==> src/rtl/datapath_sequencer_if.sv <==
// Instruction handshake, datapath status and datapath control bundle for datapath_sequencer.
interface datapath_sequencer_if;
    localparam int unsigned INSTR_W = 32;
    localparam int unsigned K_W     = 64;
    localparam int unsigned REG_W   = 5;
    localparam int unsigned FS_W    = 5;
    localparam int unsigned FLAG_W  = 4;

    logic               instr_valid;
    logic [INSTR_W-1:0] instr;
    logic               instr_ready;
    logic [FLAG_W-1:0]  status;
    logic [K_W-1:0]     k;
    logic [REG_W-1:0]   DA;
    logic [REG_W-1:0]   SA;
    logic [REG_W-1:0]   SB;
    logic [FS_W-1:0]    FS;
    logic               dataMux;
    logic               regW;
    logic               ramW;
    logic               R;
    logic               Bsel;
    logic               done;
    logic               illegal;
    logic [FLAG_W-1:0]  flags;

    modport master (
        output instr_valid, instr, status,
        input  instr_ready, k, DA, SA, SB, FS, dataMux, regW, ramW, R, Bsel,
               done, illegal, flags
    );

    modport slave (
        input  instr_valid, instr, status,
        output instr_ready, k, DA, SA, SB, FS, dataMux, regW, ramW, R, Bsel,
               done, illegal, flags
    );
endinterface

==> src/rtl/datapath_sequencer.sv <==
// Multi-cycle instruction sequencer: accepts one instruction at a time, decodes it and
// drives registered datapath controls through EXEC/MEM, retiring with a one-cycle done pulse.
module datapath_sequencer (
    input  logic                clock,
    input  logic                reset_n,
    datapath_sequencer_if.slave bus
);
    localparam int unsigned INSTR_W = 32;
    localparam int unsigned K_W     = 64;
    localparam int unsigned REG_W   = 5;
    localparam int unsigned FS_W    = 5;
    localparam int unsigned FLAG_W  = 4;
    localparam int unsigned ADDR_W  = 9;

    localparam logic [REG_W-1:0] XZR    = 5'd31;
    localparam logic [FS_W-1:0]  FS_AND = 5'b00000;
    localparam logic [FS_W-1:0]  FS_ORR = 5'b00100;
    localparam logic [FS_W-1:0]  FS_ADD = 5'b01000;
    localparam logic [FS_W-1:0]  FS_SUB = 5'b01011;
    localparam logic [FS_W-1:0]  FS_LSL = 5'b10000;
    localparam logic [FS_W-1:0]  FS_LSR = 5'b10100;

    typedef enum logic [2:0] {
        S_IDLE,
        S_DECODE,
        S_EXEC,
        S_MEM,
        S_DONE
    } state_e;

    typedef enum logic [3:0] {
        OP_ADD, OP_ADDS, OP_SUB, OP_SUBS, OP_AND, OP_ORR, OP_LSL, OP_LSR,
        OP_ADDI, OP_SUBI, OP_LDUR, OP_STUR, OP_ILL
    } op_e;

    state_e             state_q, state_d;
    logic [INSTR_W-1:0] instr_q, instr_d;
    logic [FLAG_W-1:0]  flags_q, flags_d;
    logic               ready_q, ready_d;
    logic [K_W-1:0]     k_q, k_d;
    logic [REG_W-1:0]   da_q, da_d;
    logic [REG_W-1:0]   sa_q, sa_d;
    logic [REG_W-1:0]   sb_q, sb_d;
    logic [FS_W-1:0]    fs_q, fs_d;
    logic               datamux_q, datamux_d;
    logic               regw_q, regw_d;
    logic               ramw_q, ramw_d;
    logic               r_q, r_d;
    logic               bsel_q, bsel_d;
    logic               done_q, done_d;
    logic               illegal_q, illegal_d;

    op_e                op_c;
    logic [FS_W-1:0]    fs_c;
    logic [REG_W-1:0]   rd_c, rn_c, rm_c;
    logic [K_W-1:0]     shamt_k_c, imm_k_c, addr_k_c;

    // Opcode classification and operand field extraction from the latched instruction.
    always_comb begin
        rd_c      = instr_q[4:0];
        rn_c      = instr_q[9:5];
        rm_c      = instr_q[20:16];
        shamt_k_c = K_W'(instr_q[15:10]);
        imm_k_c   = K_W'(instr_q[21:10]);
        addr_k_c  = {{(K_W-ADDR_W){instr_q[20]}}, instr_q[20:12]};
        op_c      = OP_ILL;
        fs_c      = FS_ADD;
        case (instr_q[31:21])
            11'b10001011000: op_c = OP_ADD;
            11'b10101011000: op_c = OP_ADDS;
            11'b11001011000: begin op_c = OP_SUB;  fs_c = FS_SUB; end
            11'b11101011000: begin op_c = OP_SUBS; fs_c = FS_SUB; end
            11'b10001010000: begin op_c = OP_AND;  fs_c = FS_AND; end
            11'b10101010000: begin op_c = OP_ORR;  fs_c = FS_ORR; end
            11'b11010011011: begin op_c = OP_LSL;  fs_c = FS_LSL; end
            11'b11010011010: begin op_c = OP_LSR;  fs_c = FS_LSR; end
            11'b11111000010: op_c = OP_LDUR;
            11'b11111000000: op_c = OP_STUR;
            default: begin
                if (instr_q[31:22] == 10'b1001000100) begin
                    op_c = OP_ADDI;
                end else if (instr_q[31:22] == 10'b1101000100) begin
                    op_c = OP_SUBI;
                    fs_c = FS_SUB;
                end
            end
        endcase
    end

    // Next state plus next values of every registered output, decoded from the state being entered.
    always_comb begin
        state_d   = state_q;
        instr_d   = instr_q;
        flags_d   = flags_q;
        ready_d   = 1'b0;
        k_d       = '0;
        da_d      = '0;
        sa_d      = '0;
        sb_d      = '0;
        fs_d      = '0;
        datamux_d = 1'b0;
        regw_d    = 1'b0;
        ramw_d    = 1'b0;
        r_d       = 1'b0;
        bsel_d    = 1'b0;
        done_d    = 1'b0;
        illegal_d = 1'b0;

        case (state_q)
            S_IDLE: begin
                if (bus.instr_valid && ready_q) begin
                    instr_d = bus.instr;
                    state_d = S_DECODE;
                end
            end
            S_DECODE: begin
                if (op_c == OP_ILL) begin
                    illegal_d = 1'b1;
                    state_d   = S_IDLE;
                end else begin
                    state_d = S_EXEC;
                end
            end
            S_EXEC: begin
                state_d = (op_c == OP_LDUR) ? S_MEM : S_DONE;
                if (op_c == OP_ADDS || op_c == OP_SUBS) begin
                    flags_d = bus.status;
                end
            end
            S_MEM:   state_d = S_DONE;
            S_DONE:  state_d = S_IDLE;
            default: state_d = S_IDLE;
        endcase

        ready_d = (state_d == S_IDLE);
        done_d  = (state_d == S_DONE);

        if (state_d == S_EXEC || state_d == S_MEM) begin
            fs_d = fs_c;
            sa_d = rn_c;
            case (op_c)
                OP_ADD, OP_ADDS, OP_SUB, OP_SUBS, OP_AND, OP_ORR: begin
                    sb_d   = rm_c;
                    da_d   = rd_c;
                    regw_d = 1'b1;
                end
                OP_LSL, OP_LSR: begin
                    sb_d   = rm_c;
                    da_d   = rd_c;
                    k_d    = shamt_k_c;
                    bsel_d = 1'b1;
                    regw_d = 1'b1;
                end
                OP_ADDI, OP_SUBI: begin
                    da_d   = rd_c;
                    k_d    = imm_k_c;
                    bsel_d = 1'b1;
                    regw_d = 1'b1;
                end
                OP_LDUR: begin
                    // Address stays on the ALU through MEM while the RAM read data is written back.
                    da_d   = rd_c;
                    k_d    = addr_k_c;
                    bsel_d = 1'b1;
                    r_d    = 1'b1;
                    if (state_d == S_MEM) begin
                        datamux_d = 1'b1;
                        regw_d    = 1'b1;
                    end
                end
                OP_STUR: begin
                    sb_d   = rd_c;
                    k_d    = addr_k_c;
                    bsel_d = 1'b1;
                    ramw_d = 1'b1;
                end
                default: ;
            endcase
            if (da_d == XZR) begin
                regw_d = 1'b0;
            end
        end
    end

    always_ff @(posedge clock or negedge reset_n) begin
        if (!reset_n) begin
            state_q   <= S_IDLE;
            instr_q   <= '0;
            flags_q   <= '0;
            ready_q   <= 1'b0;
            k_q       <= '0;
            da_q      <= '0;
            sa_q      <= '0;
            sb_q      <= '0;
            fs_q      <= '0;
            datamux_q <= 1'b0;
            regw_q    <= 1'b0;
            ramw_q    <= 1'b0;
            r_q       <= 1'b0;
            bsel_q    <= 1'b0;
            done_q    <= 1'b0;
            illegal_q <= 1'b0;
        end else begin
            state_q   <= state_d;
            instr_q   <= instr_d;
            flags_q   <= flags_d;
            ready_q   <= ready_d;
            k_q       <= k_d;
            da_q      <= da_d;
            sa_q      <= sa_d;
            sb_q      <= sb_d;
            fs_q      <= fs_d;
            datamux_q <= datamux_d;
            regw_q    <= regw_d;
            ramw_q    <= ramw_d;
            r_q       <= r_d;
            bsel_q    <= bsel_d;
            done_q    <= done_d;
            illegal_q <= illegal_d;
        end
    end

    assign bus.instr_ready = ready_q;
    assign bus.k           = k_q;
    assign bus.DA          = da_q;
    assign bus.SA          = sa_q;
    assign bus.SB          = sb_q;
    assign bus.FS          = fs_q;
    assign bus.dataMux     = datamux_q;
    assign bus.regW        = regw_q;
    assign bus.ramW        = ramw_q;
    assign bus.R           = r_q;
    assign bus.Bsel        = bsel_q;
    assign bus.done        = done_q;
    assign bus.illegal     = illegal_q;
    assign bus.flags       = flags_q;
endmodule

==> src/flat_wrapper.sv <==
// flat-port wrapper written by rule: the top's interface ports become plain ports
module datapath_sequencer_flat 
  (clock, reset_n, bus_instr_valid, bus_instr, bus_status, bus_instr_ready, bus_k, bus_DA, bus_SA, bus_SB, bus_FS, bus_dataMux, bus_regW, bus_ramW, bus_R, bus_Bsel, bus_done, bus_illegal, bus_flags);
  datapath_sequencer_if bus_i ();
  input  logic clock;
  input  logic reset_n;
  input wire logic [$bits(bus_i.instr_valid)-1:0] bus_instr_valid;
  input wire logic [$bits(bus_i.instr)-1:0] bus_instr;
  input wire logic [$bits(bus_i.status)-1:0] bus_status;
  output wire logic [$bits(bus_i.instr_ready)-1:0] bus_instr_ready;
  output wire logic [$bits(bus_i.k)-1:0] bus_k;
  output wire logic [$bits(bus_i.DA)-1:0] bus_DA;
  output wire logic [$bits(bus_i.SA)-1:0] bus_SA;
  output wire logic [$bits(bus_i.SB)-1:0] bus_SB;
  output wire logic [$bits(bus_i.FS)-1:0] bus_FS;
  output wire logic [$bits(bus_i.dataMux)-1:0] bus_dataMux;
  output wire logic [$bits(bus_i.regW)-1:0] bus_regW;
  output wire logic [$bits(bus_i.ramW)-1:0] bus_ramW;
  output wire logic [$bits(bus_i.R)-1:0] bus_R;
  output wire logic [$bits(bus_i.Bsel)-1:0] bus_Bsel;
  output wire logic [$bits(bus_i.done)-1:0] bus_done;
  output wire logic [$bits(bus_i.illegal)-1:0] bus_illegal;
  output wire logic [$bits(bus_i.flags)-1:0] bus_flags;
  assign bus_i.instr_valid = bus_instr_valid;
  assign bus_i.instr = bus_instr;
  assign bus_i.status = bus_status;
  assign bus_instr_ready = bus_i.instr_ready;
  assign bus_k = bus_i.k;
  assign bus_DA = bus_i.DA;
  assign bus_SA = bus_i.SA;
  assign bus_SB = bus_i.SB;
  assign bus_FS = bus_i.FS;
  assign bus_dataMux = bus_i.dataMux;
  assign bus_regW = bus_i.regW;
  assign bus_ramW = bus_i.ramW;
  assign bus_R = bus_i.R;
  assign bus_Bsel = bus_i.Bsel;
  assign bus_done = bus_i.done;
  assign bus_illegal = bus_i.illegal;
  assign bus_flags = bus_i.flags;
  datapath_sequencer u_core (.clock(clock), .reset_n(reset_n), .bus(bus_i));
endmodule
==> config.mk <==
export PLATFORM = sky130hd
export DESIGN_NAME = datapath_sequencer_flat
export DESIGN_NICKNAME = d
export VERILOG_FILES = /design/src/rtl/datapath_sequencer_if.sv /design/src/rtl/datapath_sequencer.sv /design/src/flat_wrapper.sv
export SDC_FILE = /design/constraint.sdc
export NUM_CORES = 1
export LEC_CHECK = 0
export ABC_AREA = 1
export CAP_MARGIN = 10
export CORE_MARGIN = 2
export CORE_UTILIZATION = 40
export CTS_BUF_LIST = sky130_fd_sc_hd__clkbuf_4 sky130_fd_sc_hd__clkbuf_8
export DETAILED_ROUTE_END_ITERATION = 10
export PLACE_DENSITY = 0.74
export SETUP_SLACK_MARGIN = 0.02
export SYNTH_ARGS = -nofsm -noshare
export SYNTH_HDL_FRONTEND = slang
export SYNTH_SLANG_ARGS = --single-unit
==> constraint.sdc <==
create_clock -name clock -period 2 [get_ports clock]
set_input_delay 0.6 -clock clock [delete_from_list [all_inputs] [get_ports clock]]
set_output_delay 0.6 -clock clock [all_outputs]
set_load 0.01 [all_outputs]
# After elaboration in Yosys (flattened, before gate mapping)
# Cells that the tools add are included.
op_classes:
  eq_ne: 31
  mux: 33
  n_reduce_logical: 17
op_table:
  columns: ["cell", "n"]
  rows:
  - ["one-hot mux 64 bit (3 select lines)", 1]
  - ["== test 11 bit (second input constant)", 10]
  - ["2-to-1 mux 64 bit", 1]
  - ["one-hot mux 4 bit (10 select lines)", 1]
  - ["2-to-1 mux 5 bit", 7]
  - ["one-hot mux 5 bit (6 select lines)", 1]
  - ["== test 10 bit (second input constant)", 2]
  - ["== test 4 bit (second input constant)", 5]
  - ["== test 4 x 3 -> 1 bit (second input constant)", 4]
  - ["2-to-1 mux 1 bit", 13]
  - ["== test 3 x 2 -> 1 bit (second input constant)", 4]
  - ["one-hot mux 3 bit (4 select lines)", 1]
  - ["OR reduction 11 bit", 1]
  - ["one-hot mux 5 bit (2 select lines)", 1]
  - ["OR reduction 10 bit", 1]
  - ["2-to-1 mux 3 bit", 3]
  - ["== test 4 x 2 -> 1 bit (second input constant)", 2]
  - ["OR reduction 2 bit", 4]
  - ["OR reduction 8 bit", 1]
  - ["zero test 3 bit", 2]
  - ["OR reduction 6 bit", 1]
  - ["== test 5 bit (second input constant)", 1]
  - ["== test 4 x 1 -> 1 bit (second input constant)", 1]
  - ["zero test 4 bit", 1]
  - ["other kinds (9)", 12]
totals:
  register_bits: 131
  elab_cells: 97

# Depth between registers and ports, before layout
depth:
  depth_word: 13
  mapped_depth: 13

# Worst setup path before layout
# OpenSTA, ideal clock, no wires.
synth_timing:
  path_type: "register to output"
  startpoint: "reg u_core.bus.k[62] (netlist name)"
  endpoint: "out bus_k[13]"
  arrival_ns: 1.380
  required_time_ns: 1.400
  slack_ns: 0.020
  stages_incl_launch_ff: 2
  cell_sequence: "dfrtp_1 buf_4"
synth_lines:
  columns: ["item", "line_no", "source"]
  rows:
  - ["to (decl)", "flat_wrapper.sv:11", "output wire logic [$bits(bus_i.k)-1:0] bus_k;"]

# Worst setup path after layout
layout_timing:
  startpoint: "reg u_core.ready_q, in the netlist u_core.bus.instr_ready"
  endpoint: "out bus_instr_ready"
layout_lines:
  columns: ["item", "line_no", "source"]
  rows:
  - ["from (decl)", "datapath_sequencer.sv:39", "logic ready_q, ready_d;"]
  - ["from (signal assigned)", "datapath_sequencer.sv:207", "ready_q <= ready_d;"]
  - ["to (decl)", "flat_wrapper.sv:10", "output wire logic [$bits(bus_i.instr_ready)-1:0] bus_instr_ready;"]
# No word-level cell between the ends.

==> flow_summary.ini <==
[sta]
clock-skew-final_ns = 0.01233
fmax_mhz = 534.8
min_period_ns = 1.870
finalHoldViolations = 0
rsz0062_at_grt = false
slew_viol_final = 0
setup_viol = 0
worstMarginPinSlew_ns = 0.4012
fin_setup_tns_ns = 0
fin_crit_sh_pct = 93.49
relSlewSlack_pct = 73.25

[clock_tree]
cts_root_buf = clkbuf_8
htreeDepth = 3
clkLatencyLatePin_ns = 0.35
post_cts_buffers = 0
clk_pin_slew_ns = 0.09
cts_inserted_buffers = 9
clock_path_buffers = 2
clock-sinks = 79
cts_tree = built

[critical_path]
crit_buf_inv = 1
rr_worst_depth = 12
crit_type = register to output pin
path_max_fanout = 2
timing.rr.start = u_core.instr_q[30]
crit_cells = 1
setup.worst_path.end_class = output pin
reg2reg_to = u_core.bus.k[11]
slowest_stage = clkdlybuf4s50_1
arrival_ns = 1.27
critPathTopFamily = buffers and inverters
cp.required_ns = 1.40
critPathMaxStageDelay_ns = 0.55
cp-start-kind = register
crit_chain = clkdlybuf4s50_1
r2r_slack_ns = 0.21

[layout]
nNetsFinal = 540
finalNonFillerCells = 617
final.fill_count = 863
final_util_pct = 56.07
fin_area_um2 = 5156
n_antenna_cell = 0
drive_above_1_share_pct = 17.19
area_growth_pct = 37.00

[placement]
dp_cells = 601
dp_hpwl_um = 6887
placed_area_um2 = 4977
numPortBuffers = 134
gp_congestion = 0.8697

[pwr]
internal_power_mw = 2.808
comb_power_share_pct = 16.8
p_clk_share_pct = 34.0
seqPwrFrac_pct = 49.2
power.leakage_nw = 2.648
irDropWorstVdd_mv = 0.4409
power.density_nw_per_um2 = 763.3
p_sw_mw = 1.127
switching_share_pct = 28.64

[synthesis]
yosysWarnings = 0
synth-compound-area-share_pct = 4.721
synth_cells = 399
syn_nets = 438
synth.distinct_cells = 27
ys_ff_latch = 79
synth_top_family_by_area = simple AND/OR/NAND/NOR gates
synth_fa_ha_area_share_pct = 0
synth.area.top_cells = dfrtp_1, buf_4, nor2_1
yosysSeqAreaShare_pct = 52.53
synth-xor-area-share_pct = 0
muxShareOfSynthArea_pct = 5.086
synth_simple_gate_area_share_pct = 21.91
yosysTopAreaCell = dfrtp_1
syn_area_um2 = 3764
synth_top_area_share_pct = 52.53
syn_avg_cell_area_um2 = 9.433

[drt]
drc = 0
via_count = 2950
wl_um = 8918
firstDrtPassIters = 4
wire_per_inst_um = 14.45
vias_per_cell = 4.781
dr.first_iter.drc_count = 116
ant_nets = 0

[floorplanning]
die_area_um2 = 10200
die_x_um = 101
core_um2 = 9196
ios = 135
rows = 35
die_h_um = 101
initial_utilization_pct = 40.93

[grt]
grt_max_degree = 53
grt_pass1_vias = 2970
grt-ovfl-total = 0
grt_first_pass_wirelength_um = 14430
antenna_found_initial = 0
grt_usage_pct = 18.54

[min_path]
hold_class = primary input to asynchronous set/reset pin

[run]
cap_violations = 0

[status]
status = finished clean
[cell families after synthesis]
logic type             Yosys count
muxes                           17
DFF                             79
and+or+nand+nor                173
AOI/OAI and AO/OA               32
buffers and inverters           98
[power groups by stage]
stage                     combinational [mW]  sequential [mW]  clock (mW)
final                                  0.661             1.94        1.34
after global routing                   0.739             1.96        1.43
after CTS                              0.665             1.93        1.37
after detailed placement               0.663             1.97           0
after global placement                 0.645             1.96           0
after floorplan                        0.388             1.92           0
[Yosys cell counts, drive strengths merged]
cell type and number:
o21ai 2, dfrtp 79, mux2 17, nor4 1
nand4 5, inv 37, nand3 35, a22oi 6
o22ai 2, a21oi 22, nor3 10, buf 57
clkbuf 4, nand2 51, nor2 71
[stage by stage]
| step | hold slack, ns | setup WS [ns] | total power [mW] |
|---|---|---|---|
| finish | 0.1588 | 0.1302 | 3.935 |
| global route | 0.1725 | 0.03404 | 4.130 |
| CTS | 0.1681 | 0.09916 | 3.967 |
| detailed placement | 0.4794 | 0.1396 | 2.629 |
| global placement | 0.4748 | 0.1655 | 2.606 |
| floorplan | 0.3044 | 0.02003 | 2.304 |
[final cells by class]
cell class	instances	area, µm²	area share [%]
Clock buffer	10	137.6	2.669
Inverter	37	138.9	2.694
Sequential cell	79	1977	38.34
Tap cell	111	138.9	2.694
Multi-Input combinational cell	222	1214	23.54
Clock inverter	6	91.34	1.771
Timing Repair Buffer	152	1459	28.29
[placed cells by master, fill, tap and decap left out, drive strengths merged]
cell / instances
a21oi: 22
nor3: 10
clkinv: 3
clkbuf: 10
mux2: 17
inv: 38
buf: 19
nand2: 51
dfrtp: 79
clkdlybuf4s50: 81
a22oi: 6
o22ai: 2
nand3: 35
nand4: 5
nor2: 71
bufinv: 2
nor4: 1
dlygate4sd2: 52
o21ai: 2
[layer usage]
layer  vias to the layer above  global-route usage (%)  wire length (µm)
li1                       1429                       -                 -
met1                      1378                   22.47              3690
met2                       134                   31.13              4250
met3                         9                   6.796               836
met4                         0                   5.301               141
met5                         -                       0                 0
[sequential cells by signal (all words and copies together) (netlist names)]
| name | cells |
|---|---|
| u_core.bus.dataMux | 1 |
| u_core.bus.DA | 5 |
| u_core.state_q | 3 |
| u_core.bus.regW | 1 |
| u_core.instr_q | 32 |
| u_core.bus.FS | 4 |
| u_core.bus.flags | 4 |
| u_core.bus.Bsel | 1 |
| u_core.bus.k | 13 |
| u_core.bus.ramW | 1 |
| u_core.bus.done | 1 |
| u_core.bus.SB | 5 |
| u_core.bus.SA | 5 |
| u_core.bus.instr_ready | 1 |
| u_core.bus.R | 1 |
| u_core.bus.illegal | 1 |
[what timing repair did]
item                                    in CTS  in global routing
endpoints found under the setup margin      52                 12
resized for setup                           52                  4
hold buffers                                 0                  0
[worst max path at each step]
stage / startpoint / end / slack, ns
after global routing: u_core.instr_q[29] / u_core.bus.regW / 0.03
after detailed placement: bus_instr_valid / u_core.instr_q[13] / 0.14
after CTS: u_core.bus.instr_ready / bus_instr_ready / 0.1
final: u_core.bus.instr_ready / bus_instr_ready / 0.13
after global placement: bus_instr_valid / u_core.instr_q[13] / 0.17
after floorplan: u_core.bus.k[62] / bus_k[13] / 0.02
Power figures use the tool's default switching activity.
